File: src/rtl/matmul_pkg.sv
// Shared types and defaults for the 2x2 base matrix multiplier datapath.
//   state_e   : tile_accum_writer FSM states
//   wr_idx_t  : index of the output word being written (0..3)
//   DEF_*     : default element and RAM address widths
package matmul_pkg;

  localparam int unsigned DEF_DATA_W = 32;
  localparam int unsigned DEF_ADDR_W = 9;
  localparam int unsigned NUM_ELEM   = 4;

  typedef enum logic [1:0] {
    IDLE  = 2'd0,
    ACCUM = 2'd1,
    WRITE = 2'd2,
    DONE  = 2'd3
  } state_e;

  typedef logic [1:0] wr_idx_t;

endpackage

File: src/rtl/acc_add.sv
// Signed DATA_W adder used for one accumulator element.
// Optional feature macro: SAT_ACCUM_EN
//   defined   : result saturates to the signed range, ovf_c flags saturation
//   undefined : result wraps modulo 2^DATA_W, ovf_c is 0
// Ports:
//   i_a, i_b : addends (two's complement)
//   sum_c    : combinational sum
//   ovf_c    : combinational overflow/saturation flag
module acc_add
  import matmul_pkg::*;
#(
  parameter int unsigned DATA_W = DEF_DATA_W
) (
  input  logic [DATA_W-1:0] i_a,
  input  logic [DATA_W-1:0] i_b,
  output logic [DATA_W-1:0] sum_c,
  output logic              ovf_c
);

  logic [DATA_W-1:0] raw_c;

  assign raw_c = i_a + i_b;

`ifdef SAT_ACCUM_EN
  // Overflow only when both addends share a sign the result does not.
  always_comb begin
    ovf_c = (i_a[DATA_W-1] == i_b[DATA_W-1]) && (raw_c[DATA_W-1] != i_a[DATA_W-1]);
    sum_c = raw_c;
    if (ovf_c) begin
      sum_c = i_a[DATA_W-1] ? {1'b1, {(DATA_W-1){1'b0}}} : {1'b0, {(DATA_W-1){1'b1}}};
    end
  end
`else
  always_comb begin
    sum_c = raw_c;
    ovf_c = 1'b0;
  end
`endif

endmodule

File: src/rtl/tile_accum_writer.sv
// Sums K_TILES partial 2x2 product tiles into one output block of C and
// writes the four finished words to RAM (c11, c12, c21, c22).
// Optional feature macro: SAT_ACCUM_EN (saturating accumulation, sticky err).
// Ports:
//   clk, rst              : clock, asynchronous active-low reset
//   start, i_base_addr    : begin a block at the given c11 address (IDLE only)
//   i_valid, i_c11..i_c22 : partial tile, accepted only in ACCUM
//   o_ready               : block is in ACCUM
//   ram_we/addr/wdata     : registered RAM write port
//   busy, done, err       : status (done is a one-cycle pulse, err is sticky)
module tile_accum_writer
  import matmul_pkg::*;
#(
  parameter int unsigned DATA_W     = DEF_DATA_W,
  parameter int unsigned ADDR_W     = DEF_ADDR_W,
  parameter int unsigned K_TILES    = 4,
  parameter int unsigned ROW_STRIDE = 16
) (
  input  logic              clk,
  input  logic              rst,
  input  logic              start,
  input  logic [ADDR_W-1:0] i_base_addr,
  input  logic              i_valid,
  input  logic [DATA_W-1:0] i_c11,
  input  logic [DATA_W-1:0] i_c12,
  input  logic [DATA_W-1:0] i_c21,
  input  logic [DATA_W-1:0] i_c22,
  output logic              o_ready,
  output logic              ram_we,
  output logic [ADDR_W-1:0] ram_addr,
  output logic [DATA_W-1:0] ram_wdata,
  output logic              busy,
  output logic              done,
  output logic              err
);

  localparam int unsigned       CNT_W    = (K_TILES > 1) ? $clog2(K_TILES) : 1;
  localparam logic [CNT_W-1:0]  LAST_CNT = CNT_W'(K_TILES - 1);
  localparam logic [ADDR_W-1:0] STRIDE_A = ADDR_W'(ROW_STRIDE);

  state_e                            state_q, state_d;
  logic [CNT_W-1:0]                  cnt_q, cnt_d;
  wr_idx_t                           idx_q, idx_d;
  logic [ADDR_W-1:0]                 base_q, base_d;
  logic [NUM_ELEM-1:0][DATA_W-1:0]   acc_q, acc_d;
  logic                              err_q, err_d;
  logic                              ram_we_q, ram_we_d;
  logic [ADDR_W-1:0]                 ram_addr_q, ram_addr_d;
  logic [DATA_W-1:0]                 ram_wdata_q, ram_wdata_d;
  logic                              done_q, done_d;
  logic                              busy_q, busy_d;
  logic                              o_ready_q, o_ready_d;

  logic [NUM_ELEM-1:0][DATA_W-1:0]   tile_c;
  logic [NUM_ELEM-1:0][DATA_W-1:0]   sum_c;
  logic [NUM_ELEM-1:0]               ovf_c;
  wr_idx_t                           idx_nxt_c;

  assign tile_c    = {i_c22, i_c21, i_c12, i_c11};
  assign idx_nxt_c = idx_q + wr_idx_t'(1);

  // One adder per element: accumulator plus incoming tile element.
  for (genvar e = 0; e < NUM_ELEM; e++) begin : g_add
    acc_add #(.DATA_W(DATA_W)) u_acc_add (
      .i_a   (acc_q[e]),
      .i_b   (tile_c[e]),
      .sum_c (sum_c[e]),
      .ovf_c (ovf_c[e])
    );
  end

  // RAM address of output word idx relative to c11; sums wrap naturally.
  function automatic logic [ADDR_W-1:0] wr_addr(input logic [ADDR_W-1:0] base,
                                                input wr_idx_t           idx);
    case (idx)
      2'd0:    wr_addr = base;
      2'd1:    wr_addr = base + ADDR_W'(1);
      2'd2:    wr_addr = base + STRIDE_A;
      default: wr_addr = base + STRIDE_A + ADDR_W'(1);
    endcase
  endfunction

  // Next-state and registered-output logic.
  always_comb begin
    state_d     = state_q;
    cnt_d       = cnt_q;
    idx_d       = idx_q;
    base_d      = base_q;
    acc_d       = acc_q;
    err_d       = err_q;
    ram_we_d    = 1'b0;
    ram_addr_d  = ram_addr_q;
    ram_wdata_d = ram_wdata_q;
    done_d      = 1'b0;

    case (state_q)
      IDLE: begin
        if (start) begin
          state_d = ACCUM;
          cnt_d   = '0;
          idx_d   = '0;
          acc_d   = '0;
          base_d  = i_base_addr;
          err_d   = 1'b0;
        end
      end
      ACCUM: begin
        if (i_valid) begin
          acc_d = sum_c;
          cnt_d = cnt_q + CNT_W'(1);
          if (|ovf_c) err_d = 1'b1;
          // Last tile: launch word 0 straight from the adder so the first
          // write lands in the cycle right after acceptance.
          if (cnt_q == LAST_CNT) begin
            state_d     = WRITE;
            idx_d       = '0;
            ram_we_d    = 1'b1;
            ram_addr_d  = wr_addr(base_q, 2'd0);
            ram_wdata_d = sum_c[0];
          end
        end
      end
      WRITE: begin
        // idx_q names the word currently on the RAM port.
        if (idx_q == 2'd3) begin
          state_d = DONE;
          done_d  = 1'b1;
        end else begin
          idx_d       = idx_nxt_c;
          ram_we_d    = 1'b1;
          ram_addr_d  = wr_addr(base_q, idx_nxt_c);
          ram_wdata_d = acc_q[idx_nxt_c];
        end
      end
      DONE: begin
        state_d = IDLE;
      end
      default: begin
        state_d = IDLE;
      end
    endcase

    busy_d    = (state_d != IDLE);
    o_ready_d = (state_d == ACCUM);
  end

  // State and output registers.
  always_ff @(posedge clk or negedge rst) begin
    if (!rst) begin
      state_q     <= IDLE;
      cnt_q       <= '0;
      idx_q       <= '0;
      base_q      <= '0;
      acc_q       <= '0;
      err_q       <= 1'b0;
      ram_we_q    <= 1'b0;
      ram_addr_q  <= '0;
      ram_wdata_q <= '0;
      done_q      <= 1'b0;
      busy_q      <= 1'b0;
      o_ready_q   <= 1'b0;
    end else begin
      state_q     <= state_d;
      cnt_q       <= cnt_d;
      idx_q       <= idx_d;
      base_q      <= base_d;
      acc_q       <= acc_d;
      err_q       <= err_d;
      ram_we_q    <= ram_we_d;
      ram_addr_q  <= ram_addr_d;
      ram_wdata_q <= ram_wdata_d;
      done_q      <= done_d;
      busy_q      <= busy_d;
      o_ready_q   <= o_ready_d;
    end
  end

  assign o_ready   = o_ready_q;
  assign ram_we    = ram_we_q;
  assign ram_addr  = ram_addr_q;
  assign ram_wdata = ram_wdata_q;
  assign busy      = busy_q;
  assign done      = done_q;
  assign err       = err_q;

endmodule

File: config.mk
export PLATFORM = sky130hd
export DESIGN_NAME = tile_accum_writer
export DESIGN_NICKNAME = d
export VERILOG_FILES = /design/src/rtl/matmul_pkg.sv /design/src/rtl/acc_add.sv /design/src/rtl/tile_accum_writer.sv
export SDC_FILE = /design/constraint.sdc
export NUM_CORES = 1
export LEC_CHECK = 0
export CAP_MARGIN = 10
export CORE_MARGIN = 2
export CORE_UTILIZATION = 51
export DETAILED_ROUTE_END_ITERATION = 10
export PLACE_DENSITY = 0.76
export SKIP_CTS_REPAIR_TIMING = 1
export SYNTH_ARGS = -nofsm -noshare
export SYNTH_HDL_FRONTEND = slang
export SYNTH_SLANG_ARGS = --single-unit
File: constraint.sdc
create_clock -name clk -period 6.38 [get_ports clk]
set_clock_uncertainty 0.15 [all_clocks]
set_input_delay 0.638 -clock clk [delete_from_list [all_inputs] [get_ports clk]]
set_output_delay 0.638 -clock clk [all_outputs]
set_load 0.1 [all_outputs]
# After elaboration in Yosys (flattened, before gate mapping)
# Index checks and enable logic that the tools add are counted.
totals:
  in_bits: 141
  output_inout_bits: 46
  wordCells: 78
  register_bits: 188
op_classes:
  order_cmp: 1
  eq_ne: 12
  n_reduce_logical: 10
  mux: 32
  add_sub_neg: 9
ops:
  columns: ["op", "n"]
  rows:
  - ["2-to-1 mux 128 bit", 2]
  - ["one-hot mux 128 bit (2 select lines)", 1]
  - ["adder 32 bit", 4]
  - ["2-to-1 mux 32 bit", 4]
  - ["binary-select mux 32 bit (select 2 bit)", 1]
  - ["one-hot mux 32 bit (2 select lines)", 1]
  - ["2-to-1 mux 9 bit", 3]
  - ["one-hot mux 9 bit (3 select lines)", 1]
  - ["adder 9 x 1 -> 9 bit, second input constant", 2]
  - ["2-to-1 mux 2 bit", 9]
  - ["one-hot mux 9 bit (2 select lines)", 1]
  - ["equality test 2 bit, second input constant", 5]
  - ["adder 9 x 5 -> 9 bit, second input constant", 1]
  - ["!= test 2 bit, second input constant", 4]
  - ["one-hot mux 2 bit (4 select lines)", 1]
  - ["equality test 2 x 1 -> 1 bit, second input constant", 3]
  - ["one-hot mux 2 bit (3 select lines)", 1]
  - ["nonzero test 2 bit", 3]
  - ["2-to-1 mux 1 bit", 5]
  - ["AND reduction 5 bit", 1]
  - ["adder 2 x 1 -> 2 bit, second input constant", 2]
  - ["logical NOT 2 bit", 2]
  - ["one-hot mux 2 bit (2 select lines)", 1]
  - ["AND reduction 4 bit", 1]
  - ["other kinds (5)", 5]

# Longest topological paths before layout
# Gate-level depths: netlist of the first run.
logic_depth:
  depth_word: 5
  depth_mapped: 14
  mapped_depth_nobuf: 12

# Cells and area by module
# From an unflattened synthesis of the first run, not the netlist that was laid out.
unflattened:
  cells_unflattened: 1599
  hier_area_um2: 15532.4
modules_own_cells:
  columns: ["mod", "seq_area_each_um2", "cells_per_inst", "area_per_inst_um2", "n_inst"]
  rows:
  - ["tile_accum_writer", 4729.5, 636, 8534.4, 1]
  - ["acc_add at g_add[0].u_acc_add ...", 0.0, 243, 1755.4, 3]
  - ["acc_add at g_add[3].u_acc_add", 0.0, 234, 1731.7, 1]

# Worst setup path before layout of the first run
# No wires, ideal clock.
synth_timing:
  path_kind: "input to register"
  startpoint: "input i_c11[0]"
  endpoint: "register ram_wdata_q[24], in the netlist ram_wdata[24]"
  path_slack_ns: 2.782
  cell_stages: 11
  path_buffers: 0
  required_time_ns: 6.105
  arrival_time_ns: 3.324
  path_cell_list: "ha_1 > fa_1 > a211oi_1 > o21a_1 > nor3_1 > o311a_4 > o2111a_1 > o31a_1 > or3_1 > a311oi_1 > nor2_1"
synth_between:
  elab_chain_cells: 4
synth_lines:
  columns: ["item", "line", "text"]
  rows:
  - ["from (decl)", "tile_accum_writer.sv:24", "input logic [DATA_W-1:0] i_c11,"]
  - ["adder 32 bit", "acc_add.sv:22", "assign raw_c = i_a + i_b;"]
  - ["2-to-1 mux 32 bit", "tile_accum_writer.sv:114", "if (cnt_q == LAST_CNT) begin"]
  - ["2-to-1 mux 32 bit", "tile_accum_writer.sv:108", "if (i_valid) begin"]
  - ["one-hot mux 32 bit (2 select lines)", "tile_accum_writer.sv:96", "case (state_q)"]
  - ["to (signal assigned)", "tile_accum_writer.sv:171", "ram_wdata_q <= ram_wdata_d;"]
  - ["to (decl)", "tile_accum_writer.sv:49", "logic [DATA_W-1:0] ram_wdata_q, ram_wdata_d;"]
# Every way passes these cells. The select of a mux whose other input is x is not followed.
# A chain may end at the register's enable or synchronous reset.

# Final worst setup path of the first run
# Same ends and word-level chain as after synthesis.

==> impl_metrics.json, run 1 <==
{
  "status": "finished clean",
  "setup_viol": 0,
  "start_util": 0.5174,
  "grt_pass1_vias": 12950,
  "dp_hpwl_um": 32780,
  "rsz0062_at_grt": "false",
  "synth_edf_count": 0,
  "finalCritPeriodShare": 0.6020,
  "regArea_mm2": 0.004706,
  "globalplace.congestion": 0.9206,
  "cp-end-kind": "register",
  "synthTopCellsByCount": "208 x nand2_1, 197 x o21ai_0, 188 x dfrtp_1",
  "grt-ovfl-total": 0,
  "grtUsageMet1": 0.4439,
  "fin_crit_ps": 3841,
  "routed_wirelength_um": 43350,
  "dieArea_mm2": 0.03050,
  "drt_iter0_markers": 1256,
  "async_reset_ff_frac": 1.000,
  "synth_ff_type": "dfrtp_1",
  "worst_ep_required_time_ps": 6550,
  "ff2ff_setup_slack_ps": 2740,
  "synthTopCellsByArea": "dfrtp_1 32%, ha_1 11%, o21ai_0 6.6%",
  "path_max_fanout": 6,
  "whs_ps": 25.72,
  "post_drt_via_cell_ratio": 6.125,
  "finalSetupTns_ps": 0,
  "worst-slew-pin-transition_ps": 1180,
  "grt_max_degree": 87,
  "critPathCapture": "ram_wdata[24]$_DFFE_PN0P_",
  "clkTransAtPathRegs_ps": 80,
  "dieHeight_um": 174.6,
  "worstRegToRegCells": 11,
  "dr.pass1.iters": 5,
  "ys_ff_latch": 188,
  "num-fill-cells": 2445,
  "multi_input_area_mm2": 0.009732,
  "worst_setup_path_start_kind": "input port",
  "grt_use_total": 0.2871,
  "vdd.ir_drop.worst_mv": 0.2298,
  "io_buffers": 185,
  "maxCapViolCount": 0,
  "p_leak_nw": 7.863,
  "setup.worst_path.start": "i_c11[0]",
  "postLayoutCoreUtil": 0.6129,
  "synthCells": 1687,
  "use_met2": 0.4219,
  "reg2reg_to": "ram_wdata[24]$_DFFE_PN0P_",
  "cts_tree": "built",
  "grt_use_met3": 0.04439,
  "yosysWarnings": 0,
  "synth.most_common_cell": "nand2_1",
  "cts_buffers": 17,
  "crit_cells": 12,
  "timing.final.hold_violations": 0,
  "critPathKind": "in -> reg",
  "wl_per_cell_um": 19.43,
  "synth-seq-area-share": 0.3168,
  "cellPowerDensity_mw_per_mm2": 476.8,
  "netlist_area_mm2": 0.01485,
  "top_usage_layer": "met1",
  "synth_top_cell_area_share": 0.3168,
  "worstPathCellList": "clkdlybuf4s50_1, ha_1, fa_1, a211oi_1, o21a_1, nor3_1, o311a_4, o2111a_1, o31a_1, or3_1, a311oi_1, nor2_1",
  "slowest_stage": "fa_1",
  "relSlewSlack": 0.2106,
  "syn_to_final_growth_pct": 18.47,
  "htree_levels": 4,
  "rows": 62,
  "vias": 13670,
  "hold_class": "in -> async",
  "clock_latency_ps": 440,
  "synth.distinct_cells": 78,
  "synth_area_per_cell_um2": 8.803,
  "clock.fmax_ghz": 0.2604,
  "die_w_um": 174.6,
  "power.total_mw": 8.388,
  "clockBufferDepth": 2,
  "drive_gt1_frac": 0.05474,
  "grt_first_pass_wirelength_um": 69640,
  "root_buffer": "clkbuf_16",
  "synth.net_count": 1967,
  "path_buf_inv": 1,
  "critPathArrivalTime_ps": 4010,
  "ant_nets": 0,
  "io_pins": 187,
  "drc": 0,
  "r2r-start": "acc_q[0]$_DFFE_PN0P_",
  "critPathTopFamily": "compound AO/OA/AOI/OAI gates",
  "drv_slew": 0,
  "synth_top_cell_by_area": "dfrtp_1",
  "fin_nets": 2112,
  "core-area_mm2": 0.02870,
  "cts_sinks": 188,
  "cp_slowest_stage_delay_ps": 440,
  "antenna_found_initial": 2
}
==> layer usage <==
metal  routed length (um)  share of wire
met3                 3178          0.073
met4                  720          0.017
met5                    0              0
met1                20750           0.48
met2                18690           0.43
==> power breakdown <==
part	switching, mW	internal, mW	leakage, nW	total, mW
Sequential	0.520	1.66	2.41	2.18
Clock	0.524	0.526	0.276	1.05
Combinational	3.31	1.85	5.18	5.16
==> through the flow <==
stage / area, um^2 / setup WS [ps] / cells
finish: 17590 / 2539 / 2231
global route: 17590 / 2326 / 2231
CTS: 17590 / 2570 / 2229
detailed placement: 17020 / 2131 / 2197
global placement: 17020 / 2115 / 2197
floorplan: 14850 / 2782 / 1687
==> worst min-delay path by stage <==
stage,to,start,slack (ps),cells past startpoint
finish,acc_q[66]$_DFFE_PN0P_,rst,30,1
global route,acc_q[68]$_DFFE_PN0P_,rst,70,1
CTS,acc_q[66]$_DFFE_PN0P_,rst,50,1
detailed placement,ram_addr[4]$_DFFE_PN0P_,ram_addr[4]$_DFFE_PN0P_,320,2
global placement,ram_addr[4]$_DFFE_PN0P_,ram_addr[4]$_DFFE_PN0P_,310,2
floorplan,acc_q[0]$_DFFE_PN0P_,rst,190,0
==> logic make-up after synthesis <==
logic type | synth area share
fa+ha+maj | 0.1191
buf+inv | 0.02966
xor+xnor | 0.05898
mux | 0.06622
compound gates | 0.2490
other cells | 0.0002525
flops | 0.3168
simple gates | 0.1600
==> cells in the final DEF (no fill, tap or decap), types with 17 or more instances in the layout <==
cell type        netlist  final
nor2_1               102    101
o21ai_0              197    197
nand2b_1              27     27
and3_1                22     22
xnor2_1               44     44
nor3_1                19     19
clkdlybuf4s50_1        0    184
o21a_1                20     20
inv_1                 47     47
a21oi_1              124    124
ha_1                 135    134
mux4_2                32     32
nand2_1              208    208
a31oi_1               18     18
a22o_1                20     20
xor2_1                56     56
a21o_1                58     58
dfrtp_1              188    187
clkbuf_16              0     17
nand3_1               44     43
==> state kept, by name (all words and copies together) (netlist names) <==
register	flops
state_q	2
ram_wdata	32
cnt_q	2
busy	1
ram_we	1
o_ready	1
base_q	9
done	1
acc_q	128
idx_q	2
ram_addr	9
==> cell type report <==
type / instances / share of cell area
Multi-Input combinational cell: 1383 / 0.5532
Sequential cell: 188 / 0.2675
Timing Repair Buffer: 194 / 0.1093
Tap cell: 384 / 0.02731
Clock buffer: 18 / 0.02496
Inverter: 48 / 0.01024
Clock inverter: 14 / 0.007254
Antenna cell: 2 / 0.0002845
Note: power is estimated with default switching activity, not from simulation.
==> inputs of run 2 (changes only) <==
Settings changed: PLACE_DENSITY 0.76 to 0.79.
Clock period 6.38 ns to 3.31 ns, I/O delays scaled along.
==> run 2 against run 1 <==
Count of clock-buffer cells in the layout grew 1. First-iteration DRC count up 11%. Final area grew 8.1%. Worst setup slack worse by 2500 ps. Wire length up 5.8%. Largest cell class unchanged. Highest routed layer unchanged.
==> impl_metrics.json, run 2 (synthesis results as in run 1) <==
{
  "final_cell_mix": "208 x nand2_1, 196 x o21ai_0, 187 x dfrtp_1, 181 x clkdlybuf4s50_1, 170 x buf_4",
  "rsz0062_at_grt": "true",
  "clockBufferDepth": 2,
  "cts_buffers": 17,
  "grt_use_total": 0.3000,
  "finalSetupTns_ps": 0,
  "setup.worst_path.start": "acc_q[0]$_DFFE_PN0P_",
  "critPathKind": "reg -> reg",
  "slowest_stage": "dfrtp_1",
  "dieArea_mm2": 0.03050,
  "setup_viol": 0,
  "vdd.ir_drop.worst_mv": 0.5510,
  "fin_nets": 2276,
  "io_buffers": 185,
  "post_drt_via_cell_ratio": 6.049,
  "drt_iter0_markers": 1393,
  "syn_to_final_growth_pct": 28.10,
  "dp_hpwl_um": 35760,
  "maxCapViolCount": 0,
  "antenna_found_initial": 2,
  "p_leak_nw": 8.717,
  "multi_input_area_mm2": 0.009846,
  "num-fill-cells": 2284,
  "p_clk_frac": 0.121,
  "globalplace.congestion": 0.9403,
  "die_w_um": 174.6,
  "power_frac_comb": 0.636,
  "cp-end-kind": "register",
  "cellPowerDensity_mw_per_mm2": 913.1,
  "worst_setup_path_start_kind": "register",
  "worst-slew-pin-transition_ps": 1019,
  "io_pins": 187,
  "crit_cells": 11,
  "path_buf_inv": 0,
  "grt_pass1_vias": 13640,
  "timing.final.hold_violations": 0,
  "drive_gt1_frac": 0.1419,
  "clock.fmax_ghz": 0.3067,
  "whs_ps": 236.7,
  "core-area_mm2": 0.02870,
  "power.total_mw": 17.37,
  "swShare": 0.5025,
  "start_util": 0.5174,
  "root_buffer": "clkbuf_16",
  "largest-register": "acc_q",
  "drc": 0,
  "rows": 62,
  "finalCritPeriodShare": 0.9850,
  "r2r-start": "acc_q[0]$_DFFE_PN0P_",
  "vias": 14490,
  "routed_wirelength_um": 45870,
  "grt_first_pass_wirelength_um": 72770,
  "pwr-share-seq": 0.244,
  "regArea_mm2": 0.004706,
  "clkTransAtPathRegs_ps": 80,
  "hold_class": "in -> async",
  "ant_nets": 0,
  "htree_levels": 4,
  "path_max_fanout": 3,
  "drv_slew": 0,
  "critPathTopFamily": "compound AO/OA/AOI/OAI gates",
  "status": "finished clean",
  "clock_latency_ps": 450,
  "ff2ff_setup_slack_ps": 50,
  "grt_max_degree": 75,
  "wl_per_cell_um": 19.15,
  "internal_power_mw": 8.642,
  "fin_crit_ps": 3260,
  "grt-ovfl-total": 0,
  "p_sw_mw": 8.728,
  "critPathArrivalTime_ps": 3440,
  "final_common_cell": "nand2_1",
  "worstRegToRegCells": 11,
  "relSlewSlack": 0.3183,
  "worstPathCellList": "ha_4, fa_2, a211oi_2, o21a_1, nor3_2, o311a_4, o2111a_1, o31a_1, or3_4, a311oi_2, nor2_1",
  "largest_register_ffs": 128,
  "cts_tree": "built",
  "dieHeight_um": 174.6,
  "cts_sinks": 188,
  "cp_slowest_stage_delay_ps": 410,
  "dr.pass1.iters": 5,
  "worst_ep_required_time_ps": 3490
}
run 2: changes by cell type in the layout (fill, tap and decap cells not counted), moves of 3 or more:
| cell | before | now |
|---|---|---|
| buf_4 | 9 | 170 |
| buf_12 | 0 | 5 |
| clkdlybuf4s50_1 | 184 | 181 |
| inv_6 | 4 | 1 |
run 2: path summary, 6_finish.rpt:
kind	end
min in group clk	ram_addr[4]$_DFFE_PN0P_
max reg2reg	ram_wdata[24]$_DFFE_PN0P_
max	ram_wdata[24]$_DFFE_PN0P_
min	acc_q[66]$_DFFE_PN0P_
max in group asynchronous	acc_q[94]$_DFFE_PN0P_
min reg2reg	ram_addr[4]$_DFFE_PN0P_
run 2: layout make-up:
| type | instances | share of cell area |
|---|---|---|
| Multi-Input combinational cell | 1383 | 0.5176 |
| Sequential cell | 188 | 0.2474 |
| Timing Repair Buffer | 358 | 0.1688 |
| Tap cell | 384 | 0.02526 |
| Clock buffer | 19 | 0.02328 |
| Inverter | 48 | 0.009471 |
| Clock inverter | 13 | 0.007958 |
| Antenna cell | 2 | 0.0002631 |
run 2: power by group through the flow:
stage / logic [mW] / registers (mW) / clock network, mW
floorplan: 5.83 / 5.57 / 0
global placement: 10.5 / 4.16 / 0
detailed placement: 10.7 / 4.22 / 0
CTS: 10.8 / 4.18 / 2.12
global route: 12.0 / 4.31 / 2.22
finish: 11.0 / 4.23 / 2.10
run 2: layer usage:
| layer | GRT usage | share of wire | up-vias |
|---|---|---|---|
| met3 | 0.04721 | 0.073 | 56 |
| met2 | 0.4489 | 0.43 | 581 |
| li1 | - | - | 6890 |
| met4 | 0.07708 | 0.019 | 0 |
| met5 | 0 | 0 | - |
| met1 | 0.4534 | 0.47 | 6960 |
run 2: per-stage QoR:
stage / cells / util / instance area, um^2 / worst slack [ps]
6_report: 2395 / 0.6628 / 19020 / 49.76
3_3_place_gp: 2357 / 0.6370 / 18280 / -510.8
4_1_cts: 2389 / 0.6577 / 18880 / -159.0
2_1_floorplan: 1687 / - / 14860 / 27.11
5_1_grt: 2395 / 0.6628 / 19020 / -48.93
3_5_place_dp: 2357 / 0.6370 / 18280 / -517.0
==> inputs of run 3 (changes only) <==
Clock period 3.31 ns to 2.8 ns, I/O delays scaled along.
==> run 3 against run 2 <==
The flow now finishes with violations (setup timing). Register-to-register slack worse by 480 ps. Total power up 34%. Final area up 13%. Combinational power up 45%. Sequential power up 14%. Critical endpoint unchanged. Via count up 10%. Largest cell class unchanged. Worst hold slack worse by 23 ps. Die area unchanged. Sequential share of layout area down 2.9 points. Critical path depth unchanged. Non-clock buffer count up 218. Maximum frequency up 1.0%.
==> impl_metrics.json, run 3 (synthesis results as in run 1) <==
{
  "clock.fmax_ghz": 0.3099,
  "cts_buffers": 17,
  "critPathTopFamily": "compound AO/OA/AOI/OAI gates",
  "drive_gt1_frac": 0.3023,
  "worstPathCellList": "buf_6, fa_2, a211oi_2, o21a_1, nor3_2, o311a_4, o2111a_1, o31a_1, or3_4, a311oi_2, nor2_1",
  "setup_viol": 48,
  "grt_max_degree": 58,
  "critPathKind": "reg -> reg",
  "routed_wirelength_um": 52850,
  "vias": 16000,
  "antenna_found_initial": 5,
  "clock_latency_ps": 450,
  "critPathArrivalTime_ps": 3400,
  "grt_use_total": 0.3126,
  "dieArea_mm2": 0.03050,
  "drv_slew": 0,
  "drc": 0,
  "cts_tree": "built",
  "syn_to_final_growth_pct": 45.32,
  "cts_sinks": 188,
  "fin_crit_ps": 3227,
  "fin_nets": 2494,
  "worst-slew-pin-transition_ps": 664.5,
  "htree_levels": 4,
  "wl_per_cell_um": 20.22,
  "drt_iter0_markers": 1477,
  "worst_ep_required_time_ps": 2980,
  "ff2ff_setup_slack_ps": -430,
  "largest-register": "acc_q",
  "globalplace.congestion": 0.9713,
  "dr.pass1.iters": 5,
  "status": "finished, violations left",
  "finalCritPeriodShare": 1.152,
  "slowest_stage": "dfrtp_1",
  "highest_layer": "met4",
  "layout_setup_ws_ps": -426.8,
  "maxCapViolCount": 0,
  "dieHeight_um": 174.6,
  "ant_nets": 0,
  "largest_register_ffs": 128,
  "timing.final.hold_violations": 0,
  "post_drt_via_cell_ratio": 6.120,
  "dp_hpwl_um": 38010,
  "final_common_cell": "buf_4",
  "hold_class": "in -> async",
  "grt-ovfl-total": 0,
  "relSlewSlack": 0.5514,
  "grt_first_pass_wirelength_um": 76080,
  "whs_ps": 213.3,
  "core-area_mm2": 0.02870,
  "met3_wirelength_um": 4558,
  "violations": "setup timing",
  "die_w_um": 174.6,
  "cellPowerDensity_mw_per_mm2": 1078,
  "wl_met1_um": 22090,
  "clkTransAtPathRegs_ps": 80,
  "cp-end-kind": "register",
  "clockBufferDepth": 2,
  "vdd.ir_drop.worst_mv": 0.5984,
  "final_cell_mix": "416 x buf_4, 202 x nand2_1, 187 x dfrtp_1, 151 x o21ai_0, 139 x clkdlybuf4s50_1",
  "root_buffer": "clkbuf_16",
  "grt_pass1_vias": 14800,
  "start_util": 0.5174,
  "rsz0062_at_grt": "true",
  "met2_length_um": 24330,
  "postLayoutCoreUtil": 0.7519,
  "rows": 62,
  "dp_slack_ps": -883.2,
  "path_max_fanout": 3,
  "io_pins": 187,
  "p_leak_nw": 10.02,
  "power.total_mw": 23.27,
  "worst_setup_path_start_kind": "register",
  "path_buf_inv": 1,
  "cp_slowest_stage_delay_ps": 440,
  "io_buffers": 185
}
[run 3: cell count changes in the layout (fill, tap and decap cells not counted), sizes merged]
cell           before  now
buf               175  435
clkbuf             20   23
clkdlybuf4s50     181  139
clkinv              4    5
clkinvlp            3    2
diode               2    4
inv                53   49
[run 3: routing by layer]
metal | vias up | track usage
met5 | - | 0
met4 | 0 | 0.09410
met3 | 144 | 0.04547
met2 | 813 | 0.4980
met1 | 7717 | 0.4431
li1 | 7323 | -
[run 3: cell type report]
cell class,instances,area [um^2]
antenna,4,10.01
clock buffer,22,484.2
timing repair buffer,576,4796
fill,1938,7122
sequential,188,4706
clock inverter,9,86.33
multi-input combinational,1383,10840
inverter,48,180.2
tap,384,480.5
[run 3: worst paths after layout]
| kind | start | depth (start not counted) | to |
|---|---|---|---|
| min in group clk | i_base_addr[7] | 2 | base_q[7]$_DFFE_PN0P_ |
| hold reg to reg | ram_addr[4]$_DFFE_PN0P_ | 2 | ram_addr[4]$_DFFE_PN0P_ |
| hold / removal | rst | 2 | acc_q[74]$_DFFE_PN0P_ |
| max in group asynchronous | rst | 3 | idx_q[0]$_DFFE_PN0P_ |
| setup / recovery | acc_q[1]$_DFFE_PN0P_ | 11 | ram_wdata[24]$_DFFE_PN0P_ |
| setup reg to reg | acc_q[1]$_DFFE_PN0P_ | 11 | ram_wdata[24]$_DFFE_PN0P_ |
[run 3: stage by stage]
stage               std cells  cell area, um^2  TNS [ps]
floorplan                1687            14900     -1449
global placement         2540            19590    -36380
detailed placement       2540            19590    -39860
CTS                      2571            20160    -13540
global route             2614            21580    -14540
finish                   2614            21580     -8442
[run 3: where the power goes]
group / leakage (nW) / internal (mW) / total (mW) / switching (mW)
sequential: 2.41 / 3.78 / 4.81 / 1.04
clock: 0.279 / 1.32 / 2.42 / 1.10
combinational: 7.33 / 6.76 / 16.0 / 9.27
total: 10.0 / 11.9 / 23.3 / 11.4
